[config.mk]
export PLATFORM = sky130hd
export DESIGN_NAME = axil_mem_bridge
export DESIGN_NICKNAME = d
export VERILOG_FILES = /design/src/rtl/axil_pkg.sv /design/src/rtl/axil_hold_reg.sv /design/src/rtl/axil_mem_bridge.sv
export SDC_FILE = /design/constraint.sdc
export NUM_CORES = 1
export LEC_CHECK = 0
export BUFFER_PORTS_ARGS = -buffer_cell sky130_fd_sc_hd__buf_4
export CAP_MARGIN = 20
export CORE_ASPECT_RATIO = 0.8
export CORE_MARGIN = 1.5
export CORE_UTILIZATION = 53
export DETAILED_ROUTE_END_ITERATION = 12
export PLACE_DENSITY = 0.85
export SLEW_MARGIN = 20
export SYNTH_ARGS = -nofsm -noshare
export SYNTH_HDL_FRONTEND = slang
export SYNTH_SLANG_ARGS = --single-unit
[constraint.sdc]
create_clock -name clk -period 2.53 [get_ports clk]
set_clock_uncertainty 0.2 [all_clocks]
set_input_delay 0.3795 -clock clk [delete_from_list [all_inputs] [get_ports clk]]
set_output_delay 0.3795 -clock clk [all_outputs]
set_load 0.02 [all_outputs]
[src/rtl/axil_pkg.sv]
// axil_pkg
// Shared definitions for the AXI4-Lite to single-port memory bridge:
// AXI response codes and the bridge sequencer state encoding.
package axil_pkg;

  localparam logic [1:0] RESP_OKAY   = 2'b00;
  localparam logic [1:0] RESP_SLVERR = 2'b10;

  typedef enum logic [1:0] {
    IDLE    = 2'd0,
    RD_WAIT = 2'd1,
    RD_RESP = 2'd2,
    WR_RESP = 2'd3
  } bridge_state_e;

endpackage

[src/rtl/axil_hold_reg.sv]
// axil_hold_reg
// One-entry holding register for an AXI valid/ready channel. The entry is
// captured on a handshake and released when the owning transaction issues.
// Ports:
//   clk, rst_n  clock, asynchronous active-low reset
//   in_valid    channel valid from the master
//   in_ready    channel ready to the master (high while the entry is empty)
//   in_data     channel payload
//   free        release the held entry (transaction issued)
//   held        entry is occupied
//   data        held payload
module axil_hold_reg #(
  parameter int unsigned W = 32
) (
  input  logic         clk,
  input  logic         rst_n,
  input  logic         in_valid,
  output logic         in_ready,
  input  logic [W-1:0] in_data,
  input  logic         free,
  output logic         held,
  output logic [W-1:0] data
);

  logic         held_q, held_d;
  logic [W-1:0] data_q, data_d;

  // Next-state: capture when empty and valid, release on free.
  always_comb begin
    held_d = held_q;
    data_d = data_q;
    if (held_q) begin
      if (free) begin
        held_d = 1'b0;
      end else begin
        held_d = 1'b1;
      end
    end else begin
      if (in_valid) begin
        held_d = 1'b1;
        data_d = in_data;
      end else begin
        held_d = 1'b0;
      end
    end
  end

  // Entry state and payload registers.
  always_ff @(posedge clk or negedge rst_n) begin
    if (!rst_n) begin
      held_q <= 1'b0;
      data_q <= {W{1'b0}};
    end else begin
      held_q <= held_d;
      data_q <= data_d;
    end
  end

  assign in_ready = !held_q;
  assign held     = held_q;
  assign data     = data_q;

endmodule

[src/rtl/axil_mem_bridge.sv]
// axil_mem_bridge
// AXI4-Lite slave onto a single-port synchronous word memory (1-cycle read
// latency, byte-enabled writes). AR, AW and W are buffered independently;
// one transaction is in flight at a time, with round-robin arbitration
// between a pending read and a complete pending write. Accesses outside
// [BASE_ADDR, BASE_ADDR + MEM_DEPTH*DATA_W/8) get SLVERR and never touch
// the memory.
// Ports:
//   clk, rst_n          clock, asynchronous active-low reset
//   s_axi_ar*/r*        AXI4-Lite read address / read data channels
//   s_axi_aw*/w*/b*     AXI4-Lite write address / data / response channels
//   mem_en, mem_we      memory strobe and per-byte write enable
//   mem_addr, mem_wdata memory word address and write data
//   mem_rdata           memory read data, valid the cycle after a read strobe
module axil_mem_bridge
  import axil_pkg::*;
#(
  parameter int unsigned       ADDR_W    = 32,
  parameter int unsigned       DATA_W    = 32,
  parameter int unsigned       MEM_DEPTH = 1024,
  parameter logic [ADDR_W-1:0] BASE_ADDR = {ADDR_W{1'b0}}
) (
  input  logic                         clk,
  input  logic                         rst_n,
  input  logic [ADDR_W-1:0]            s_axi_araddr,
  input  logic                         s_axi_arvalid,
  output logic                         s_axi_arready,
  output logic [DATA_W-1:0]            s_axi_rdata,
  output logic [1:0]                   s_axi_rresp,
  output logic                         s_axi_rvalid,
  input  logic                         s_axi_rready,
  input  logic [ADDR_W-1:0]            s_axi_awaddr,
  input  logic                         s_axi_awvalid,
  output logic                         s_axi_awready,
  input  logic [DATA_W-1:0]            s_axi_wdata,
  input  logic [DATA_W/8-1:0]          s_axi_wstrb,
  input  logic                         s_axi_wvalid,
  output logic                         s_axi_wready,
  output logic [1:0]                   s_axi_bresp,
  output logic                         s_axi_bvalid,
  input  logic                         s_axi_bready,
  output logic                         mem_en,
  output logic [DATA_W/8-1:0]          mem_we,
  output logic [$clog2(MEM_DEPTH)-1:0] mem_addr,
  output logic [DATA_W-1:0]            mem_wdata,
  input  logic [DATA_W-1:0]            mem_rdata
);

  localparam int unsigned STRB_W   = DATA_W / 8;
  localparam int unsigned MEM_AW   = $clog2(MEM_DEPTH);
  localparam int unsigned ADDR_LSB = $clog2(STRB_W);
  // One extra bit so the window size itself is representable.
  localparam logic [ADDR_W:0] MEM_BYTES = (ADDR_W + 1)'(MEM_DEPTH * STRB_W);

  // Addresses below BASE_ADDR wrap to a large offset and fail the compare.
  function automatic logic addr_in_range(input logic [ADDR_W-1:0] addr);
    logic [ADDR_W-1:0] offset;
    offset = addr - BASE_ADDR;
    return ({1'b0, offset} < MEM_BYTES);
  endfunction

  // Byte-offset bits are dropped; misaligned addresses hit the enclosing word.
  function automatic logic [MEM_AW-1:0] word_index(input logic [ADDR_W-1:0] addr);
    logic [ADDR_W-1:0] offset;
    offset = addr - BASE_ADDR;
    return MEM_AW'(offset >> ADDR_LSB);
  endfunction

  logic                     ar_held, aw_held, w_held;
  logic [ADDR_W-1:0]        ar_addr, aw_addr;
  logic [DATA_W+STRB_W-1:0] w_bundle;
  logic [DATA_W-1:0]        w_data;
  logic [STRB_W-1:0]        w_strb;
  logic                     rd_req, wr_req, rd_issue, wr_issue;
  logic                     ar_in_range, aw_in_range;

  bridge_state_e     state_q, state_d;
  logic              prio_wr_q, prio_wr_d;   // 1: write wins the next conflict
  logic              rd_err_q, rd_err_d;
  logic [DATA_W-1:0] rdata_q, rdata_d;
  logic [1:0]        rresp_q, rresp_d;
  logic              rvalid_q, rvalid_d;
  logic [1:0]        bresp_q, bresp_d;
  logic              bvalid_q, bvalid_d;

  axil_hold_reg #(.W(ADDR_W)) u_ar_hold (
    .clk      (clk),
    .rst_n    (rst_n),
    .in_valid (s_axi_arvalid),
    .in_ready (s_axi_arready),
    .in_data  (s_axi_araddr),
    .free     (rd_issue),
    .held     (ar_held),
    .data     (ar_addr)
  );

  axil_hold_reg #(.W(ADDR_W)) u_aw_hold (
    .clk      (clk),
    .rst_n    (rst_n),
    .in_valid (s_axi_awvalid),
    .in_ready (s_axi_awready),
    .in_data  (s_axi_awaddr),
    .free     (wr_issue),
    .held     (aw_held),
    .data     (aw_addr)
  );

  axil_hold_reg #(.W(DATA_W + STRB_W)) u_w_hold (
    .clk      (clk),
    .rst_n    (rst_n),
    .in_valid (s_axi_wvalid),
    .in_ready (s_axi_wready),
    .in_data  ({s_axi_wdata, s_axi_wstrb}),
    .free     (wr_issue),
    .held     (w_held),
    .data     (w_bundle)
  );

  assign w_data      = w_bundle[DATA_W+STRB_W-1:STRB_W];
  assign w_strb      = w_bundle[STRB_W-1:0];
  assign ar_in_range = addr_in_range(ar_addr);
  assign aw_in_range = addr_in_range(aw_addr);
  assign rd_req      = (state_q == IDLE) && ar_held;
  assign wr_req      = (state_q == IDLE) && aw_held && w_held;

  // Grant: round-robin on conflict, otherwise whichever side is ready.
  always_comb begin
    rd_issue = 1'b0;
    wr_issue = 1'b0;
    if (rd_req && wr_req) begin
      if (prio_wr_q) begin
        wr_issue = 1'b1;
      end else begin
        rd_issue = 1'b1;
      end
    end else if (rd_req) begin
      rd_issue = 1'b1;
    end else if (wr_req) begin
      wr_issue = 1'b1;
    end else begin
      rd_issue = 1'b0;
      wr_issue = 1'b0;
    end
  end

  // Memory port: active only in the issue cycle of an in-range access.
  always_comb begin
    mem_en    = 1'b0;
    mem_we    = {STRB_W{1'b0}};
    mem_addr  = {MEM_AW{1'b0}};
    mem_wdata = {DATA_W{1'b0}};
    if (rd_issue && ar_in_range) begin
      mem_en   = 1'b1;
      mem_addr = word_index(ar_addr);
    end else if (wr_issue && aw_in_range) begin
      mem_en    = 1'b1;
      mem_we    = w_strb;
      mem_addr  = word_index(aw_addr);
      mem_wdata = w_data;
    end else begin
      mem_en = 1'b0;
    end
  end

  // Sequencer next-state and response register updates.
  always_comb begin
    state_d   = state_q;
    prio_wr_d = prio_wr_q;
    rd_err_d  = rd_err_q;
    rdata_d   = rdata_q;
    rresp_d   = rresp_q;
    bresp_d   = bresp_q;
    rvalid_d  = 1'b0;
    bvalid_d  = 1'b0;
    case (state_q)
      IDLE: begin
        if (rd_req && wr_req) begin
          prio_wr_d = !prio_wr_q;
        end else begin
          prio_wr_d = prio_wr_q;
        end
        if (rd_issue) begin
          state_d  = RD_WAIT;
          rd_err_d = !ar_in_range;
        end else if (wr_issue) begin
          state_d = WR_RESP;
          bresp_d = aw_in_range ? RESP_OKAY : RESP_SLVERR;
        end else begin
          state_d = IDLE;
        end
      end
      RD_WAIT: begin
        state_d = RD_RESP;
        rdata_d = rd_err_q ? {DATA_W{1'b0}} : mem_rdata;
        rresp_d = rd_err_q ? RESP_SLVERR : RESP_OKAY;
      end
      // rvalid is registered from the state, so it appears one cycle into RD_RESP.
      RD_RESP: begin
        if (rvalid_q && s_axi_rready) begin
          state_d  = IDLE;
          rvalid_d = 1'b0;
        end else begin
          rvalid_d = 1'b1;
        end
      end
      WR_RESP: begin
        if (bvalid_q && s_axi_bready) begin
          state_d  = IDLE;
          bvalid_d = 1'b0;
        end else begin
          bvalid_d = 1'b1;
        end
      end
      default: begin
        state_d = IDLE;
      end
    endcase
  end

  // Sequencer and response registers.
  always_ff @(posedge clk or negedge rst_n) begin
    if (!rst_n) begin
      state_q   <= IDLE;
      prio_wr_q <= 1'b0;
      rd_err_q  <= 1'b0;
      rdata_q   <= {DATA_W{1'b0}};
      rresp_q   <= RESP_OKAY;
      rvalid_q  <= 1'b0;
      bresp_q   <= RESP_OKAY;
      bvalid_q  <= 1'b0;
    end else begin
      state_q   <= state_d;
      prio_wr_q <= prio_wr_d;
      rd_err_q  <= rd_err_d;
      rdata_q   <= rdata_d;
      rresp_q   <= rresp_d;
      rvalid_q  <= rvalid_d;
      bresp_q   <= bresp_d;
      bvalid_q  <= bvalid_d;
    end
  end

  assign s_axi_rdata  = rdata_q;
  assign s_axi_rresp  = rresp_q;
  assign s_axi_rvalid = rvalid_q;
  assign s_axi_bresp  = bresp_q;
  assign s_axi_bvalid = bvalid_q;

endmodule

==> impl_results.md, run 1 <==
* Peak supply drop at 0.000637 V
* Worst setup SP type: flop
* Largest net degree at the start of global routing at 73
* Hold WS at -0.000760 ns
* Final setup viols at 47
* Tcrit/Tclk final at 107%
* Required @ worst endpoint at 1.95 ns
* Rows at 34
* Hold depth at 2
* PortBufs at 220
* Outcome: finished, violations left
* Drt drc at 0
* Max stage delay on crit path at 0.41 ns
* Max Clk Rate at 369 MHz
* Cell variety after synth at 33
* Via count at 5,496
* Clk buf depth at 2
* H-tree Lvls at 4
* Slowest CP cell: dfrtp_1
* Drt pass-1 iters at 4
* Seq. cell area at 0.00348 mm^2
* Vias in the first global route at 5,483
* Clk sinks at 139
* Kind of critical path: reg -> out
* CORE AREA at 0.0109 mm^2
* Yosys warns at 0
* Synthesized instance count at 558
* Worst Path Arrival at 2.13 ns
* Failing checks: hold timing, setup timing
* Sequential share of the synthesized area at 58.0%
* CP Cell Sequence: nor4_2 > buf_4 > nand3_2 > buf_12 > o32ai_2 > buf_4
* Height of the die at 98.2 um
* GR Overflow Total at 0
* Leak at 0.00423 uW
* Number of buffers created by CTS at 17
* Final instance area at 0.00939 mm^2
* Slew HR at 43.8%
* Final ANT Viol Nets at 0
* Area Growth Syn to Fin at 56.4%
* Power Density at 1050 mW/mm^2
* CTS tree: yes
* Post-place instance area at 0.00786 mm^2
* Vias per inst at 5.51
* Initial DRC count at 362
* Inst Count DP at 899
* CTS Root Cell: clkbuf_16
* Die width at 122 um
* Worst Setup End Kind: primary output
* Final HPWL DP at 10.7 mm
* Multi-input logic area at 0.00242 mm^2
* Reg2Reg Depth at 4
* Die area at 0.0120 mm^2
* Tot GR Track Use at 30.5%
* Initial core utilization at 54.9%
* CP most frequent cell: buf_4
* Post-Syn Area at 0.00600 mm^2
* Wire per inst at 19.6 um
* # IOs at 227
* Post-Route WL at 19.6 mm
* Highest net fanout along the worst path at 38
* Min Tclk post-route at 2.71 ns
* Share of cells above drive strength 1 at 44.4%
* Worst-Margin Slew at 0.842 ns
* Hold Vio Cnt, Final at 1
* Total negative slack at -5.61 ns
* Placer Congestion at 0.795
* Syn Area/Cell at 10.8 um^2
* Max Transition Viols Final at 0
* Register clock-pin slew on the reported worst setup and hold paths at 0.06 ns
* Clock latency on the worst-skew pair at 0.42 ns
* Initial antenna violation count at 1
* # Max-Cap Violations at 0
* Nets at 979
* Layout fillers at 551
* Worst hold path class: in -> reg
* First-pass GRT wire length at 27.9 mm
* Layout Cells excl Fill at 998
* Final WS setup at -0.184 ns
* Pwr Total at 9870 uW
* RSZ-0062 raised after global routing: true
* Synth Register Bits at 139
## synthesized netlist by cell type
master,n,area share (%)
mux2_2,61,11
buf_4,3,0.38
nand3_1,4,0.33
o21a_1,2,0.25
xnor2_1,1,0.15
nor3b_2,1,0.21
dfrtp_1,139,58
o32ai_2,1,0.27
o21ai_0,65,5.4
nor3_2,9,1.5
clkbuf_1,21,1.3
buf_2,15,1.3
or4_1,1,0.13
a2bb2oi_1,1,0.15
o31ai_1,1,0.13
o32a_1,1,0.17
nand2b_1,34,3.5
conb_1,1,0.062
nand3b_1,1,0.13
nand2_1,82,5.1
inv_1,42,2.6
o32ai_1,10,1.5
buf_6,1,0.19
nor2b_1,3,0.31
nor4_1,9,0.94
o21ai_1,3,0.25
nor4_2,1,0.21
a21oi_1,1,0.083
nor2_1,2,0.13
and4bb_1,1,0.21
and2_1,1,0.10
nor3_1,27,2.3
nand4_1,13,1.4
## power breakdown
group	internal, uW	total, uW	leakage [uW]	switching [uW]
registers	3300	4040	0.00171	745
clock network	1630	2590	0.000304	955
logic	1540	3240	0.00222	1700
total	6470	9870	0.00423	3400
## final timing paths
path	slack [ns]	endpoint	startpoint
max	-0.18	mem_en	u_aw_hold.data[31]
min	-0.0008	u_aw_hold.data[25]	s_axi_awaddr[25]
max reg2reg	0.55	u_ar_hold.data[9]	u_ar_hold.held
min reg2reg	0.28	s_axi_rdata[16]	s_axi_rdata[16]
max in group asynchronous	1.20	s_axi_rdata[14]	rst_n
min in group asynchronous	0.24	u_w_hold.data[15]	rst_n
## repair_timing
item	in CTS	in global routing
gates cloned	0	2
endpoints found under the setup margin	47	47
buffers inserted	3	4
pin swaps	1	6
endpoints found under the hold margin	90	5
resized for setup	18	16
hold buffers	52	5
## critical path: cells and delay by family (launching register included)
kind / cells / cell delay (ns)
AOI/OAI and AO/OA: 1 / 0.17
buffers and inverters: 3 / 0.67
DFF: 1 / 0.41
and+or+nand+nor: 2 / 0.46
## flip-flops by register name, indices dropped and copies added (netlist names)
signal          flops
prio_wr_q           1
s_axi_bresp         1
u_w_hold.held       1
state_q             2
u_aw_hold.data     30
u_ar_hold.held      1
u_w_hold.data      36
u_aw_hold.held      1
u_ar_hold.data     30
rd_err_q            1
s_axi_bvalid        1
s_axi_rdata        32
s_axi_rvalid        1
s_axi_rresp         1
## cells in the final DEF (no fill, tap or decap), types with 4 or more instances in the layout
cell / count
clkinv_4: 4
buf_4: 232
dlygate4sd3_1: 57
o32ai_2: 8
nor4_4: 4
mux2_2: 61
nand2b_1: 33
clkbuf_16: 18
buf_12: 7
nor4_2: 4
nand4_1: 13
nor3_1: 20
o21ai_0: 65
nand2_1: 80
buf_6: 4
nor3_2: 16
inv_1: 42
dfrtp_1: 138
## metal layers
layer	GRT usage (%)	share of wire (%)	up-vias
met4	13.1	3.4	0
li1	-	-	2454
met3	9.11	7.8	60
met1	35.8	37	2693
met5	0	0	-
met2	52.0	52	289
## cell families after synthesis
family	count (synthesis)	share of synthesized area, %
multiplexers	61	11.4
buffers and inverters	82	5.75
XOR/XNOR	1	0.146
AO/OA/AOI/OAI	85	8.17
flip-flops	139	58.0
other	1	0.0625
AND/OR/NAND/NOR	189	16.5
## per-stage QoR
step	hold slack, ns	util [%]	setup slack (ns)
detailed placement	0.111	71.9	0.251
finish	-0.000760	85.8	-0.184
CTS	0.000188	83.9	-0.0518
floorplan	-0.116	-	0.293
global placement	0.108	71.9	0.243
global route	-0.0106	85.8	-0.255
## final cells by class
cell class	instances	share of cell area [%]
timing repair buffer	302	27.0
multi-input combinational	338	25.8
inverter	42	1.68
clock inverter	10	1.49
antenna	1	0.0267
clock buffer	22	5.05
tap	144	1.92
sequential	139	37.1
Note: power is estimated with default switching activity, not from simulation.
==> run 2, diff against run 1 <==
--- a/config.mk
+++ b/config.mk
@@ -11,7 +11,7 @@
 export CORE_MARGIN = 1.5
 export CORE_UTILIZATION = 53
 export DETAILED_ROUTE_END_ITERATION = 12
-export PLACE_DENSITY = 0.85
+export PLACE_DENSITY = 0.95
 export SLEW_MARGIN = 20
 export SYNTH_ARGS = -nofsm -noshare
 export SYNTH_HDL_FRONTEND = slang
==> run 2 against run 1 <==
Net effect:
- the flow still finishes with violations (hold timing, setup timing)
- critical path type unchanged
- register-to-register slack is essentially flat
- flip-flop and latch count unchanged
- first-iteration DRC count is 4.7% lower
- count of clock-buffer cells in the layout up 1
- largest power group unchanged
- sequential power increased by 1%
- cell area grew 2.3%
- largest cell class unchanged
==> impl_results.md, run 2 (synthesis gave the netlist of run 1 again) <==
* Outcome: finished, violations left
* Failing checks: hold timing, setup timing
* Min Tclk post-route at 2.68 ns (-0.0314 ns)
* Tot GR Track Use at 31.8% (+1.2 points)
* # IOs at 227 (unchanged)
* Placer Congestion at 0.834 (+4.9%)
* Wire per inst at 21.0 um (+7.0%)
* CP startpoint: u_ar_hold.data[31]
* Number of buffers created by CTS at 17 (unchanged)
* Max Clk Rate at 373 MHz (+1.2%)
* Hold Vio Cnt, Final at 1 (unchanged)
* Worst-Margin Slew at 0.902 ns (+0.0594 ns)
* Clk sinks at 139 (unchanged)
* Max reg flops at 36 (unchanged)
* Vias per inst at 5.66 (+2.8%)
* Hold WS at -0.0000540 ns (+0.000706 ns)
* Tcrit/Tclk final at 106% (-1.2 points)
* CP Cell Sequence: nor4_1 > nand2_2 > buf_12 > o32ai_1 > buf_4
* Slowest CP cell: dfrtp_1
* Hold path start: s_axi_awaddr[4]
* PortBufs at 220 (unchanged)
* Clk buf depth at 2 (unchanged)
* Peak supply drop at 0.000711 V (+12%)
* Register-to-register setup slack at 0.56 ns (about the same)
* Rows at 34 (unchanged)
* Antenna diodes at 0 (-1)
* Nets at 976 (-0.31%)
* Pre-CTS WS at 0.236 ns (-0.0152 ns)
* Post-Route WL at 20.8 mm (+6.6%)
* Worst hold path class: in -> reg
* Worst Setup End Kind: primary output
* Inst Count DP at 899 (unchanged)
* Power Density at 1050 mW/mm^2 (+0.23%)
* Max stage delay on crit path at 0.42 ns (about the same)
* Final HPWL DP at 10.9 mm (+1.5%)
* Via count at 5,627 (+2.4%)
* Most frequent cells in the layout: buf_4 (221), dfrtp_1 (136), nand2_1 (81)
* Highest net fanout along the worst path at 12 (-68%)
* # Max-Cap Violations at 0 (unchanged)
* Largest net degree at the start of global routing at 81 (+11%)
* Drt pass-1 iters at 5 (+1)
* CORE AREA at 0.0109 mm^2 (unchanged)
* RSZ-0062 raised after global routing: true
* Drt drc at 0 (unchanged)
* Worst setup SP type: flop
* Slew HR at 39.9% (-4.0 points)
* Pwr Total at 10,100 uW (+2.6%)
* First-pass GRT wire length at 28.8 mm (+3.5%)
* Area Growth Syn to Fin at 60.0%
* Worst Path Arrival at 2.10 ns (-0.03 ns)
* Initial antenna violation count at 0 (-1)
* Required @ worst endpoint at 1.95 ns (about the same)
* Height of the die at 98.2 um (unchanged)
* CTS tree: yes
* Die width at 122 um (unchanged)
* Final WS setup at -0.152 ns (+0.0314 ns)
* Max Transition Viols Final at 0 (unchanged)
* Share of cells above drive strength 1 at 46.6% (+2.2 points)
* Reg-to-Reg Start: u_aw_hold.held
* Layout Cells excl Fill at 994 (-0.40%)
* GR Overflow Total at 0 (unchanged)
* Initial DRC count at 345 (-4.7%)
* Final setup viols at 47 (unchanged)
* Register clock-pin slew on the reported worst setup and hold paths at 0.06 ns (about the same)
* H-tree Lvls at 4 (unchanged)
* Initial core utilization at 54.9% (unchanged)
* Kind of critical path: reg -> out
* Commonest non-fill, non-tap cell in the layout: buf_4
* Die area at 0.0120 mm^2 (unchanged)
* Leak at 0.00440 uW (+4.0%)
* Total negative slack at -3.04 ns (+2.56 ns)
* Vias in the first global route at 5,767 (+5.2%)
* Final ANT Viol Nets at 0 (unchanged)
* CTS Root Cell: clkbuf_16
* Clock latency on the worst-skew pair at 0.42 ns (about the same)
run 2: cell types whose count changed in the layout (fill, tap and decap cells not counted), moves of 3 or more:
cell	change
nor3_2	+4
buf_6	+11
buf_4	-11
buf_12	-3
nor3_4	+15
clkinv_2	-3
nor3_1	-19
run 2: path summary, 6_finish.rpt:
path / endpoint / depth (start not counted)
max reg2reg: u_aw_hold.data[11] / 3
min in group asynchronous: u_w_hold.data[26] / 2
min: u_aw_hold.data[4] / 2
max in group asynchronous: s_axi_rdata[5] / 3
min reg2reg: s_axi_rdata[11] / 2
max: mem_addr[5] / 5
run 2: final cells by class:
cell class                 instances  area, um^2
clock buffer                      23         498
clock inverter                     9         183
fill                             474        1330
inverter                          42         158
multi-input combinational        338        2570
sequential                       139        3480
tap                              144         180
timing repair buffer             299        2530
run 2: metal layers:
layer	vias up	part of all wire, %	track usage, %
li1	2454	-	-
met1	2760	35	35.2
met2	336	53	57.4
met3	77	7.8	8.70
met4	0	4.2	12.7
met5	-	0	0
run 2: per-stage QoR:
stage	area (um^2)	utilization (%)
2_1_floorplan	6010	-
3_3_place_gp	7830	71.6
3_5_place_dp	7830	71.6
4_1_cts	9320	85.3
5_1_grt	9610	87.9
6_report	9610	87.9
run 2: what timing repair did:
item | CTS | global route
pin swaps | 3 | 6
hold buffers | 45 | 12
setup endpoints to repair | 47 | 47
hold endpoints to repair | 141 | 12
setup buffers | 4 | 0
gates resized for setup | 56 | 25
cloned | 1 | 1
run 2: critical path, delay by kind of cell (launching register included):
kind | cells | cell delay (ns)
buffers and inverters | 2 | 0.38
AOI/OAI and AO/OA | 1 | 0.33
and+or+nand+nor | 2 | 0.55
DFF | 1 | 0.42
run 2: power by group:
group	internal [uW]	switching [uW]	total, uW
Combinational	1450	1770	3220
Clock	1890	939	2830
Sequential	3310	778	4080
Total	6640	3490	10100
